`src/rtl/fetch_pkg.sv`:
```
`default_nettype none
// ============================================================================
// Module      : fetch_pkg
// Description : Shared types and constants for the instruction fetch
//               controller, the PC block and the benches.
//               - fetch_state_t : fetch controller state encoding
//               - RESET_VECTOR  : first address fetched after reset
// Revision    : 1.0 - initial release
// ============================================================================
package fetch_pkg;

  // First instruction address; the PC block resets to this value.
  localparam logic [31:0] RESET_VECTOR = 32'h0040_0000;

  typedef enum logic [1:0] {
    IDLE  = 2'd0,
    FETCH = 2'd1,
    HOLD  = 2'd2,
    DRAIN = 2'd3
  } fetch_state_t;

endpackage : fetch_pkg
`default_nettype wire

```
`src/rtl/instruction_fetch.sv`:
```
`default_nettype none
// ============================================================================
// Module      : instruction_fetch
// Description : Fetch controller between the PC block and decode. Reads the
//               PC, fetches the word over a req/ack memory port, presents it
//               to decode with valid/ready, and turns execute redirects into
//               PC loads while discarding any fetch in flight.
// Ports       :
//   clk                 in   system clock, rising edge
//   rst                 in   asynchronous active-low reset
//   pcAddress           in   current PC
//   count               out  pulse: advance PC by 4
//   shouldUseNewPC      out  pulse: load newPC into the PC
//   newPC               out  PC load value (0 when not loading)
//   redirect            in   branch/jump taken from execute
//   redirectTarget      in   redirect destination
//   memReq              out  instruction-memory read request
//   memAddress          out  read address
//   memAck              in   read-data-valid pulse
//   memData             in   read data, valid with memAck
//   instruction         out  fetched word to decode
//   instructionAddress  out  address of instruction
//   instructionValid    out  output register holds a live word
//   decodeReady         in   decode accepts the word this cycle
// Revision    : 1.0 - initial release
// ============================================================================
module instruction_fetch
  import fetch_pkg::*;
#(
  parameter int DATA_WIDTH = 32,
  parameter int ADDR_WIDTH = 32
) (
  input  logic                  clk,
  input  logic                  rst,
  input  logic [ADDR_WIDTH-1:0] pcAddress,
  output logic                  count,
  output logic                  shouldUseNewPC,
  output logic [ADDR_WIDTH-1:0] newPC,
  input  logic                  redirect,
  input  logic [ADDR_WIDTH-1:0] redirectTarget,
  output logic                  memReq,
  output logic [ADDR_WIDTH-1:0] memAddress,
  input  logic                  memAck,
  input  logic [DATA_WIDTH-1:0] memData,
  output logic [DATA_WIDTH-1:0] instruction,
  output logic [ADDR_WIDTH-1:0] instructionAddress,
  output logic                  instructionValid,
  input  logic                  decodeReady
);

  fetch_state_t          state_q;
  logic [ADDR_WIDTH-1:0] drain_addr_q;
  logic [DATA_WIDTH-1:0] instr_q;
  logic [ADDR_WIDTH-1:0] instr_addr_q;
  logic                  instr_valid_q;

  assign instruction        = instr_q;
  assign instructionAddress = instr_addr_q;
  assign instructionValid   = instr_valid_q;

  // PC control and memory request are decoded from state and inputs so the
  // PC updates on the same edge that the controller changes state.
  always_comb begin
    count          = 1'b0;
    shouldUseNewPC = 1'b0;
    newPC          = '0;
    memReq         = 1'b0;
    memAddress     = '0;

    if (redirect) begin
      shouldUseNewPC = 1'b1;
      newPC          = redirectTarget;
    end

    case (state_q)
      FETCH: begin
        memReq     = 1'b1;
        memAddress = pcAddress;
        // A redirect wins over the advance; both PC controls never coexist.
        count      = memAck & ~redirect;
      end
      DRAIN: begin
        // Keep presenting the stale address until its ack retires it.
        memReq     = 1'b1;
        memAddress = drain_addr_q;
      end
      default: begin
      end
    endcase
  end

  always_ff @(posedge clk or negedge rst) begin
    if (!rst) begin
      state_q       <= IDLE;
      drain_addr_q  <= '0;
      instr_q       <= '0;
      instr_addr_q  <= '0;
      instr_valid_q <= 1'b0;
    end else begin
      case (state_q)
        IDLE: begin
          instr_valid_q <= 1'b0;
          state_q       <= FETCH;
        end

        FETCH: begin
          if (redirect) begin
            instr_valid_q <= 1'b0;
            if (memAck) begin
              // Request already retired; its data is simply dropped.
              state_q <= FETCH;
            end else begin
              drain_addr_q <= pcAddress;
              state_q      <= DRAIN;
            end
          end else if (memAck) begin
            instr_q       <= memData;
            instr_addr_q  <= pcAddress;
            instr_valid_q <= 1'b1;
            state_q       <= HOLD;
          end
        end

        HOLD: begin
          if (redirect || decodeReady) begin
            instr_valid_q <= 1'b0;
            state_q       <= FETCH;
          end
        end

        DRAIN: begin
          if (redirect) begin
            instr_valid_q <= 1'b0;
          end
          // The outstanding stale request completes here even if another
          // redirect coincides; waiting longer would deadlock the port.
          if (memAck) begin
            state_q <= FETCH;
          end
        end

        default: begin
          state_q <= IDLE;
        end
      endcase
    end
  end

endmodule : instruction_fetch
`default_nettype wire

```
`config.mk`:
```
export PLATFORM = sky130hd
export DESIGN_NAME = instruction_fetch
export DESIGN_NICKNAME = d
export VERILOG_FILES = /design/src/rtl/fetch_pkg.sv /design/src/rtl/instruction_fetch.sv
export SDC_FILE = /design/constraint.sdc
export NUM_CORES = 1
export LEC_CHECK = 0
export CELL_PAD_IN_SITES_DETAIL_PLACEMENT = 1
export CELL_PAD_IN_SITES_GLOBAL_PLACEMENT = 1
export CORE_UTILIZATION = 34
export CTS_CLUSTER_SIZE = 28
export DETAILED_ROUTE_END_ITERATION = 7
export PLACE_DENSITY_LB_ADDON = 0.1
export SKIP_LAST_GASP = 1
export SYNTH_ARGS = -nofsm -noshare
export SYNTH_HDL_FRONTEND = slang
export SYNTH_SLANG_ARGS = --single-unit
```
`constraint.sdc`:
```
create_clock -name clk -period 2.6 [get_ports clk]
set_input_delay 0.26 -clock clk [delete_from_list [all_inputs] [get_ports clk]]
set_output_delay 0.26 -clock clk [all_outputs]
set_load 0.02 [all_outputs]
```
==> results by group, run 1 <==
Status
  • Status: complete, no violations

Clock network
  • Sink Count: 99
  • CTS Buffer Depth: 2
  • CTS tree: done
  • CTS H-Tree Depth: 3
  • Worst-Skew Late Latency: 0.35 ns
  • Total setup buffers inserted after CTS: 0
  • Clk root buf: clkbuf_16
  • Reg clk slew, reported paths: 0.06 ns
  • CTS buffer count: 9

Floorplanning
  • DIE AREA: 14630 um^2
  • Placeable Area: 13830 um^2
  • DIE HEIGHT: 120.9 um
  • # IOs: 233
  • Initial Util: 34.78%
  • Row count: 43
  • Die span in x: 120.9 um

Global route
  • Vias in the first global route: 3767
  • Largest net degree at the start of global routing: 66
  • First-pass GRT wire length: 20610 um
  • Grt ovf: 0
  • Overall routing resource usage: 18.37%
  • Initial antenna violation count: 0

Routing
  • WL/cell: 17.53 um
  • Total Wirelength: 13010 um
  • Vias: 3429
  • Post-route ant nets: 0
  • Vias per cell: 4.621
  • Final routed DRC violation total: 0
  • DRT iter0 DRCs: 82
  • TritonRoute pass-1 iters: 3

Placement
  • Cell Count Post-Placement: 726
  • GPL Wtd Cong: 0.7046
  • DP HPWL: 9434 um
  • IO Port Bufs: 232
  • DP Area: 7231 um^2

Timing
  • Min Tclk post-route: 2.427 ns
  • Setup-failing EPs final: 0
  • Fin. Hold Viols: 0
  • Final period utilization: 93.35%
  • Pins Over Slew Limit: 0
  • Fmax: 412.0 MHz
  • Clock skew: 0.005349 ns
  • Worst relative slew slack: 49.47%
  • RSZ-0062 raised after global routing: no
  • Worst Tran Pin Value: 0.7580 ns
  • Setup TNS Final: 0 ns

Layout
  • Area grow syn2layout: 56.71%
  • Final instance area: 7537 um^2
  • Fin util: 54.51%
  • Layout cells sized above 1: 22.60%
  • Final nets: 659
  • Non-Filler Instances: 742
  • Antenna cells: 0

Pwr
  • PD cells: 879.1 nW/um^2
  • Pleak: 3.164 nW
  • Max VDD drop: 427.3 uV

Worst setup path
  • R2R setup slack: 0.60 ns
  • WP data arrival: 2.17 ns
  • Buf/Inv on CP: 2
  • Startpoint Class: register
  • WS Path Type: register to output pin
  • Crit path largest cell delay: 0.66 ns
  • Slowest CP cell: dfrtp_4
  • Crit path max-delay family: buffers and inverters
  • CP max FO: 21
  • CP endpoint kind: output pin
  • WP data required: 2.34 ns
  • Worst-path cell chain: buf_4 -> mux2i_1 -> nor2b_1 -> clkdlybuf4s50_1

Logic synthesis
  • Number of synthesized flops with an enable pin: 0
  • Yosys warns: 0
  • Top cell type's share of synthesized area: 51.51%
  • Async SR Flop Fraction: 100.0%
  • Post-synth cell types: 23
  • Synthesized area: 4810 um^2
  • Synth Net Count: 430
  • Register area share after synthesis: 51.51%
  • Cell count after synthesis: 329
  • Synth top cells by count: dfrtp_1 (99), mux2_4 (52), mux2_2 (44)
  • Yosys top cell by area: dfrtp_1
  • Synth area leaders: dfrtp_1 (52%), mux2_4 (16%), mux2_2 (10%), mux2i_1 (6.7%), and2_1 (4.2%)
  • Synth Area per Inst: 14.62 um^2
  • #FFs+latches synth: 99
  • Top FF cell, synth: dfrtp_1
  • Count leader, synth: dfrtp_1

Worst hold path
  • Worst min-delay path class: register to register

Flow run
  • Max Cap Viol: 0
==> final timing paths <==
kind,endpoint,from,depth (start not counted)
hold / removal,drain_addr_q[24]$_DFFE_PN0P_,drain_addr_q[24]$_DFFE_PN0P_,1
setup reg to reg,instructionAddress[13]$_DFFE_PN0P_,state_q[1]$_DFFE_PN0P_,4
setup / recovery,memAddress[1],state_q[1]$_DFFE_PN0P_,4
hold reg to reg,drain_addr_q[24]$_DFFE_PN0P_,drain_addr_q[24]$_DFFE_PN0P_,1
max in group asynchronous,state_q[1]$_DFFE_PN0P_,rst,3
min in group asynchronous,instruction[1]$_DFFE_PN0P_,rst,2
==> layer usage <==
metal | track usage, % | wire length [um] | vias to the layer above
li1 | - | - | 1575
met1 | 21.63 | 5242 | 1732
met2 | 31.43 | 6611 | 105
met3 | 5.404 | 913 | 17
met4 | 6.944 | 238 | 0
met5 | 0 | 0 | -
==> where the power goes <==
part	switching [mW]	leakage (nW)	internal [mW]
clock network	0.570	0.142	0.767
registers	0.317	1.17	2.05
logic	1.25	1.86	1.67
==> state kept, by name (all words and copies together), names as in the netlist <==
signal / cells
drain_addr_q: 32
instructionAddress: 32
state_q: 2
instructionValid: 1
instruction: 32
==> layout make-up <==
class                   count  area [um^2]
multi-input cells         205         2107
repair buffers            243         2430
well taps                 180        225.2
clock buffers              11        242.7
fillers                  1405         6290
flip-flops and latches     99         2481
clock inverters             4        51.30
==> per-stage QoR <==
stage / total power, mW / worst slack [ns] / hold WS [ns]
4_1_cts: 6.740 / 0.1181 / 0.5110
6_report: 6.626 / 0.1729 / 0.5053
3_3_place_gp: 5.279 / 0.3888 / 0.3715
3_5_place_dp: 5.341 / 0.3632 / 0.3718
2_1_floorplan: 3.930 / 1.065 / -0.03559
5_1_grt: 6.982 / 0.07361 / 0.5168
==> layout by cell type, fill, tap and decap left out, drive strengths merged, types with 2 or more instances in the layout <==
| cell type | instances |
|---|---|
| clkinv | 2 |
| mux2i | 32 |
| and2 | 32 |
| clkdlybuf4s50 | 231 |
| and3b | 2 |
| clkbuf | 11 |
| a21oi | 2 |
| nor2b | 34 |
| buf | 11 |
| dfrtp | 99 |
| mux2 | 96 |
==> cells by family after synthesis <==
kind of cell	after synthesis	synth area share [%]
muxes	128	33.19
DFF	99	51.51
buffers and inverters	25	4.708
AOI/OAI and AO/OA	5	0.6764
and+or+nand+nor	72	9.912
==> what timing repair did <==
item | CTS | global route
hold buffers | 1 | 0
endpoints found under the setup margin | 3 | 0
endpoints found under the hold margin | 1 | 0
gates resized for setup | 1 | 0
Note: power is estimated with default switching activity, not from simulation.
==> run 2: changes to the inputs <==
--- a/config.mk
+++ b/config.mk
@@ -10,7 +10,7 @@
 export CORE_UTILIZATION = 34
 export CTS_CLUSTER_SIZE = 28
 export DETAILED_ROUTE_END_ITERATION = 7
-export PLACE_DENSITY_LB_ADDON = 0.1
+export PLACE_DENSITY = 0.88
 export SKIP_LAST_GASP = 1
 export SYNTH_ARGS = -nofsm -noshare
 export SYNTH_HDL_FRONTEND = slang
==> run 2 against run 1 <==
Power is essentially flat; largest cell class unchanged; sequential power is essentially flat; wire length grew 3.7%; maximum frequency shrank 0.96%; cell count is the same; critical path type unchanged; clock skew shrank 0.0010 ns; sequential share of layout area is essentially flat.
==> results by group, run 2 (synthesis gave the netlist of run 1 again) <==
Clock network
  • CTS H-Tree Depth: 3
  • CTS buffer count: 9
  • CTS Buffer Depth: 2
  • Sink Count: 99
  • CTS tree: done
  • Worst-Skew Late Latency: 0.35 ns
  • Reg clk slew, reported paths: 0.07 ns
  • Clk root buf: clkbuf_16

Layout
  • Final nets: 658
  • Most frequent cells in the layout: clkdlybuf4s50_1 (231), dfrtp_1 (98), mux2_4 (52), mux2_2 (44)
  • Area grow syn2layout: 56.61%
  • Reg area: 2479 um^2
  • Antenna cells: 0
  • Area of the multi-input gates: 2107 um^2
  • Final instance area: 7532 um^2
  • Fillers: 1364
  • Layout cells sized above 1: 22.78%
  • Most common cell after layout, fill and taps aside: clkdlybuf4s50_1

Placement
  • GPL Wtd Cong: 0.7863
  • DP Area: 7236 um^2
  • IO Port Bufs: 232
  • DP HPWL: 9928 um

Routing
  • Post-route ant nets: 0
  • DRT iter0 DRCs: 96
  • Vias per cell: 4.611
  • WL/cell: 18.18 um
  • TritonRoute pass-1 iters: 4
  • Total Wirelength: 13490 um
  • Final routed DRC violation total: 0
  • Vias: 3421

Timing
  • Final period utilization: 94.26%
  • Clock skew: 0.004326 ns
  • Setup-failing EPs final: 0
  • Min Tclk post-route: 2.451 ns
  • Setup TNS Final: 0 ns
  • Fin. Hold Viols: 0
  • Worst Tran Pin Value: 0.6539 ns
  • Pins Over Slew Limit: 0
  • Worst relative slew slack: 56.40%
  • RSZ-0062 raised after global routing: no
  • Fmax: 408.0 MHz

Pwr
  • Pleak: 3.167 nW
  • PD cells: 880.2 nW/um^2
  • Max VDD drop: 483.6 uV

Status
  • Status: complete, no violations

Global route
  • Overall routing resource usage: 19.33%
  • Initial antenna violation count: 0
  • Vias in the first global route: 3863
  • Grt ovf: 0
  • First-pass GRT wire length: 21370 um
  • Largest net degree at the start of global routing: 54

Worst setup path
  • CP max FO: 22
  • Startpoint Class: register
  • WS Path Type: register to output pin
  • FF-to-FF path depth: 4
  • WP data required: 2.34 ns
  • WP data arrival: 2.19 ns
  • CP endpoint kind: output pin

Floorplanning
  • Row count: 43
  • Placeable Area: 13830 um^2
  • Initial Util: 34.78%
  • Die span in x: 120.9 um
  • # IOs: 233
  • DIE HEIGHT: 120.9 um
  • DIE AREA: 14630 um^2

Flow run
  • Max Cap Viol: 0

Worst hold path
  • Worst min-delay path class: input port to async pin
-- run 2: cell count changes in the layout (fill, tap and decap cells not counted) --
cell	previous run	this run
inv_8	0	1
buf_12	2	3
inv_6	0	2
buf_4	9	7
bufinv_16	1	0
dfrtp_4	1	0
clkinvlp_4	1	0
clkinv_2	1	2
dfrtp_2	0	1
clkbuf_1	1	0
-- run 2: stage by stage --
stage          hold WS [ns]  std cells  utilization (%)  setup slack [ns]  total power [mW]
6_report             0.4798        742            54.47            0.1493             6.630
5_1_grt              0.5063        742            54.47           0.04832             6.974
4_1_cts              0.4828        742            54.47           0.09678             6.723
3_5_place_dp         0.3133        725            52.33            0.2507             5.369
3_3_place_gp         0.3015        725            52.33            0.3534             5.262
2_1_floorplan      -0.03559        329                -             1.065             3.930
-- run 2: path summary, 6_finish.rpt --
path,from,endpoint,slack [ns]
min,rst,instructionAddress[14]$_DFFE_PN0P_,0.48
min in group clk,drain_addr_q[0]$_DFFE_PN0P_,drain_addr_q[0]$_DFFE_PN0P_,0.51
min reg2reg,drain_addr_q[0]$_DFFE_PN0P_,drain_addr_q[0]$_DFFE_PN0P_,0.51
max in group asynchronous,rst,instruction[6]$_DFFE_PN0P_,1.38
max reg2reg,state_q[0]$_DFFE_PN0P_,drain_addr_q[31]$_DFFE_PN0P_,0.61
max,state_q[1]$_DFFE_PN0P_,memAddress[28],0.15
-- run 2: layout make-up --
class / instances / share of cell area, %
multi-input combinational: 205 / 27.97
sequential: 99 / 32.91
clock inverter: 6 / 0.6312
tap: 180 / 2.990
timing repair buffer: 242 / 32.33
clock buffer: 10 / 3.173
-- run 2: worst max-delay path, cell delays in order (launching register included) --
cell,delay (ns)
dfrtp_2,0.66
buf_12,0.26
mux2i_1,0.11
nor2b_1,0.16
clkdlybuf4s50_1,0.63
-- run 2: where the power goes --
group	internal [mW]	leakage [nW]	switching, mW
clock	0.687	0.145	0.617
combinational	1.68	1.86	1.28
sequential	2.05	1.17	0.315
-- run 2: metal layers --
layer  vias up  part of all wire (%)  track usage (%)  routed length (um)
met4         0                   1.7            6.173                 232
met3        14                   6.4            6.626                 867
met2       117                    51            33.00                6838
met1      1710                    41            22.67                5552
met5         -                     0                0                   0
li1       1580                     -                -                   -
-- run 2: what timing repair did --
action | in CTS | in global routing
hold buffers | 1 | 0
endpoints found under the setup margin | 0 | 0
resized for setup | 0 | 0
hold endpoints to repair | 46 | 0
buffers inserted | 0 | 0
==> run 3: changes to the inputs <==
--- a/config.mk
+++ b/config.mk
@@ -7,6 +7,8 @@
 export LEC_CHECK = 0
 export CELL_PAD_IN_SITES_DETAIL_PLACEMENT = 1
 export CELL_PAD_IN_SITES_GLOBAL_PLACEMENT = 1
+export CORE_ASPECT_RATIO = 0.7
+export CORE_MARGIN = 2
 export CORE_UTILIZATION = 34
 export CTS_CLUSTER_SIZE = 28
 export DETAILED_ROUTE_END_ITERATION = 7
==> run 3 against run 2 <==
Critical path depth is the same; sequential share of layout area decreased by 0.32 points; via count increased by 0.38%; maximum frequency increased by 3.4%; combinational power about the same; global-route usage down 0.36 points; cell count grew 1.5%; die area grew 3.4%; hold slack worse by 0.076 ns; sequential power about the same; power increased by 2.6%; critical path type unchanged; critical endpoint is now memAddress[4]; largest cell class unchanged; largest power group unchanged.
==> results by group, run 3 (synthesis gave the netlist of run 1 again) <==
Clock network
  • CTS tree: done
  • Clk root buf: clkbuf_16
  • CTS Buffer Depth: 2
  • Sink Count: 99
  • Worst-Skew Late Latency: 0.34 ns
  • CTS buffer count: 9
  • Reg clk slew, reported paths: 0.07 ns
  • Cells resized by post-CTS repair: 0
  • # hold bufs at CTS: 1
  • Total setup buffers inserted after CTS: 0
  • CTS H-Tree Depth: 3

Routing
  • Total Wirelength: 13980 um
  • Vias: 3434
  • TritonRoute pass-1 iters: 4
  • Post-route ant nets: 0
  • WL/cell: 18.57 um
  • Vias per cell: 4.560
  • Final routed DRC violation total: 0
  • DRT iter0 DRCs: 75

Floorplanning
  • Die span in x: 146.2 um
  • Initial Util: 34.67%
  • Placeable Area: 13870 um^2
  • # IOs: 233
  • DIE HEIGHT: 103.5 um
  • Row count: 36
  • DIE AREA: 15130 um^2

Pwr
  • Pleak: 3.190 nW
  • PD cells: 894.1 nW/um^2
  • Logic gate share of total power: 43.8%
  • Net switching power: 2.190 mW
  • Max VDD drop: 485.1 uV
  • Clock Power Share: 21.4%
  • Reg power frac: 34.8%
  • Pint: 4.610 mW
  • Power, Total: 6.801 mW
  • Sw Ratio: 32.21%

Global route
  • First-pass GRT wire length: 22780 um
  • Overall routing resource usage: 18.98%
  • Vias in the first global route: 3964
  • GRT busiest layer: met2
  • Met3 global-route usage: 7.489%
  • Met2 usage: 31.44%
  • Largest net degree at the start of global routing: 69
  • Grt ovf: 0
  • Initial antenna violation count: 0
  • GR Layer Usage met1: 23.69%

Timing
  • Fmax: 422.1 MHz
  • Final period utilization: 91.12%
  • Min Tclk post-route: 2.369 ns
  • Worst Tran Pin Value: 0.5179 ns
  • Setup slack after layout: 0.2309 ns
  • Worst relative slew slack: 65.48%
  • Fin. Hold Viols: 0
  • Setup TNS Final: 0 ns
  • Setup-failing EPs final: 0
  • Pins Over Slew Limit: 0
  • RSZ-0062 raised after global routing: no
  • Clock skew: 0.008917 ns
  • WHS: 0.4038 ns

Worst setup path
  • CP max FO: 13
  • Slowest CP cell: clkdlybuf4s50_1
  • WP data arrival: 2.11 ns
  • CP endpoint kind: output pin
  • Startpoint Class: register
  • Worst-path cell chain: buf_4 -> mux2i_1 -> nor2b_1 -> clkdlybuf4s50_1
  • WS Path Type: register to output pin
  • Crit path largest cell delay: 0.64 ns
  • WP data required: 2.34 ns

Placement
  • Cell Count Post-Placement: 736
  • Pre-CTS setup slack: 0.3285 ns
  • DP HPWL: 10560 um
  • GPL Wtd Cong: 0.7287
  • DP Area: 7268 um^2
  • IO Port Bufs: 232

Layout
  • Final nets: 659
  • Area grow syn2layout: 58.14%
  • Area of the multi-input gates: 2107 um^2
  • Fillers: 1418
  • Non-Filler Instances: 753
  • Most common cell after layout, fill and taps aside: clkdlybuf4s50_1
  • Layout cells sized above 1: 22.74%
  • Fin util: 54.83%
  • Final instance area: 7606 um^2
  • Antenna cells: 0
  • Reg area: 2479 um^2
  • Most frequent cells in the layout: clkdlybuf4s50_1 (231), dfrtp_1 (98), mux2_4 (52), mux2_2 (44)

Worst hold path
  • Worst min-delay path class: input port to async pin

Status
  • Status: complete, no violations

Flow run
  • Max Cap Viol: 0
[run 3: area by class of cell]
class,count,area share (%)
clock buffer,11,3.191
multi-input combinational,205,27.70
sequential,99,32.59
clock inverter,5,1.119
timing repair buffer,243,32.28
tap,190,3.126
[run 3: path summary, 6_finish.rpt]
path | startpoint | endpoint | slack (ns) | cells after the start
min in group clk | instructionAddress[4]$_DFFE_PN0P_ | instructionAddress[4]$_DFFE_PN0P_ | 0.51 | 1
max in group asynchronous | rst | instructionAddress[10]$_DFFE_PN0P_ | 1.47 | 3
worst max-delay path | state_q[1]$_DFFE_PN0P_ | memAddress[4] | 0.23 | 4
worst min register to register | instructionAddress[4]$_DFFE_PN0P_ | instructionAddress[4]$_DFFE_PN0P_ | 0.51 | 1
worst max register to register | state_q[0]$_DFFE_PN0P_ | drain_addr_q[31]$_DFFE_PN0P_ | 0.68 | 4
worst min-delay path | rst | instructionAddress[27]$_DFFE_PN0P_ | 0.40 | 2
[run 3: worst max-delay path: cells and delay by family (launching register included)]
family / cells / cell delay (ns)
multiplexers: 1 / 0.10
AND/OR/NAND/NOR: 1 / 0.13
flip-flops: 1 / 0.62
buffers and inverters: 2 / 0.92
[run 3: power by group through the flow]
stage / Combinational [mW] / Sequential [mW] / Clock, mW
final: 2.98 / 2.37 / 1.45
after global routing: 3.15 / 2.44 / 1.56
after CTS: 3.02 / 2.38 / 1.50
after detailed placement: 3.01 / 2.39 / 0
after global placement: 2.93 / 2.34 / 0
after floorplan: 1.20 / 2.73 / 0
[run 3: layer usage]
| metal | up-vias | part of all wire (%) |
|---|---|---|
| met5 | - | 0 |
| met4 | 0 | 1.1 |
| met3 | 13 | 7.9 |
| met2 | 131 | 48 |
| met1 | 1715 | 43 |
| li1 | 1575 | - |
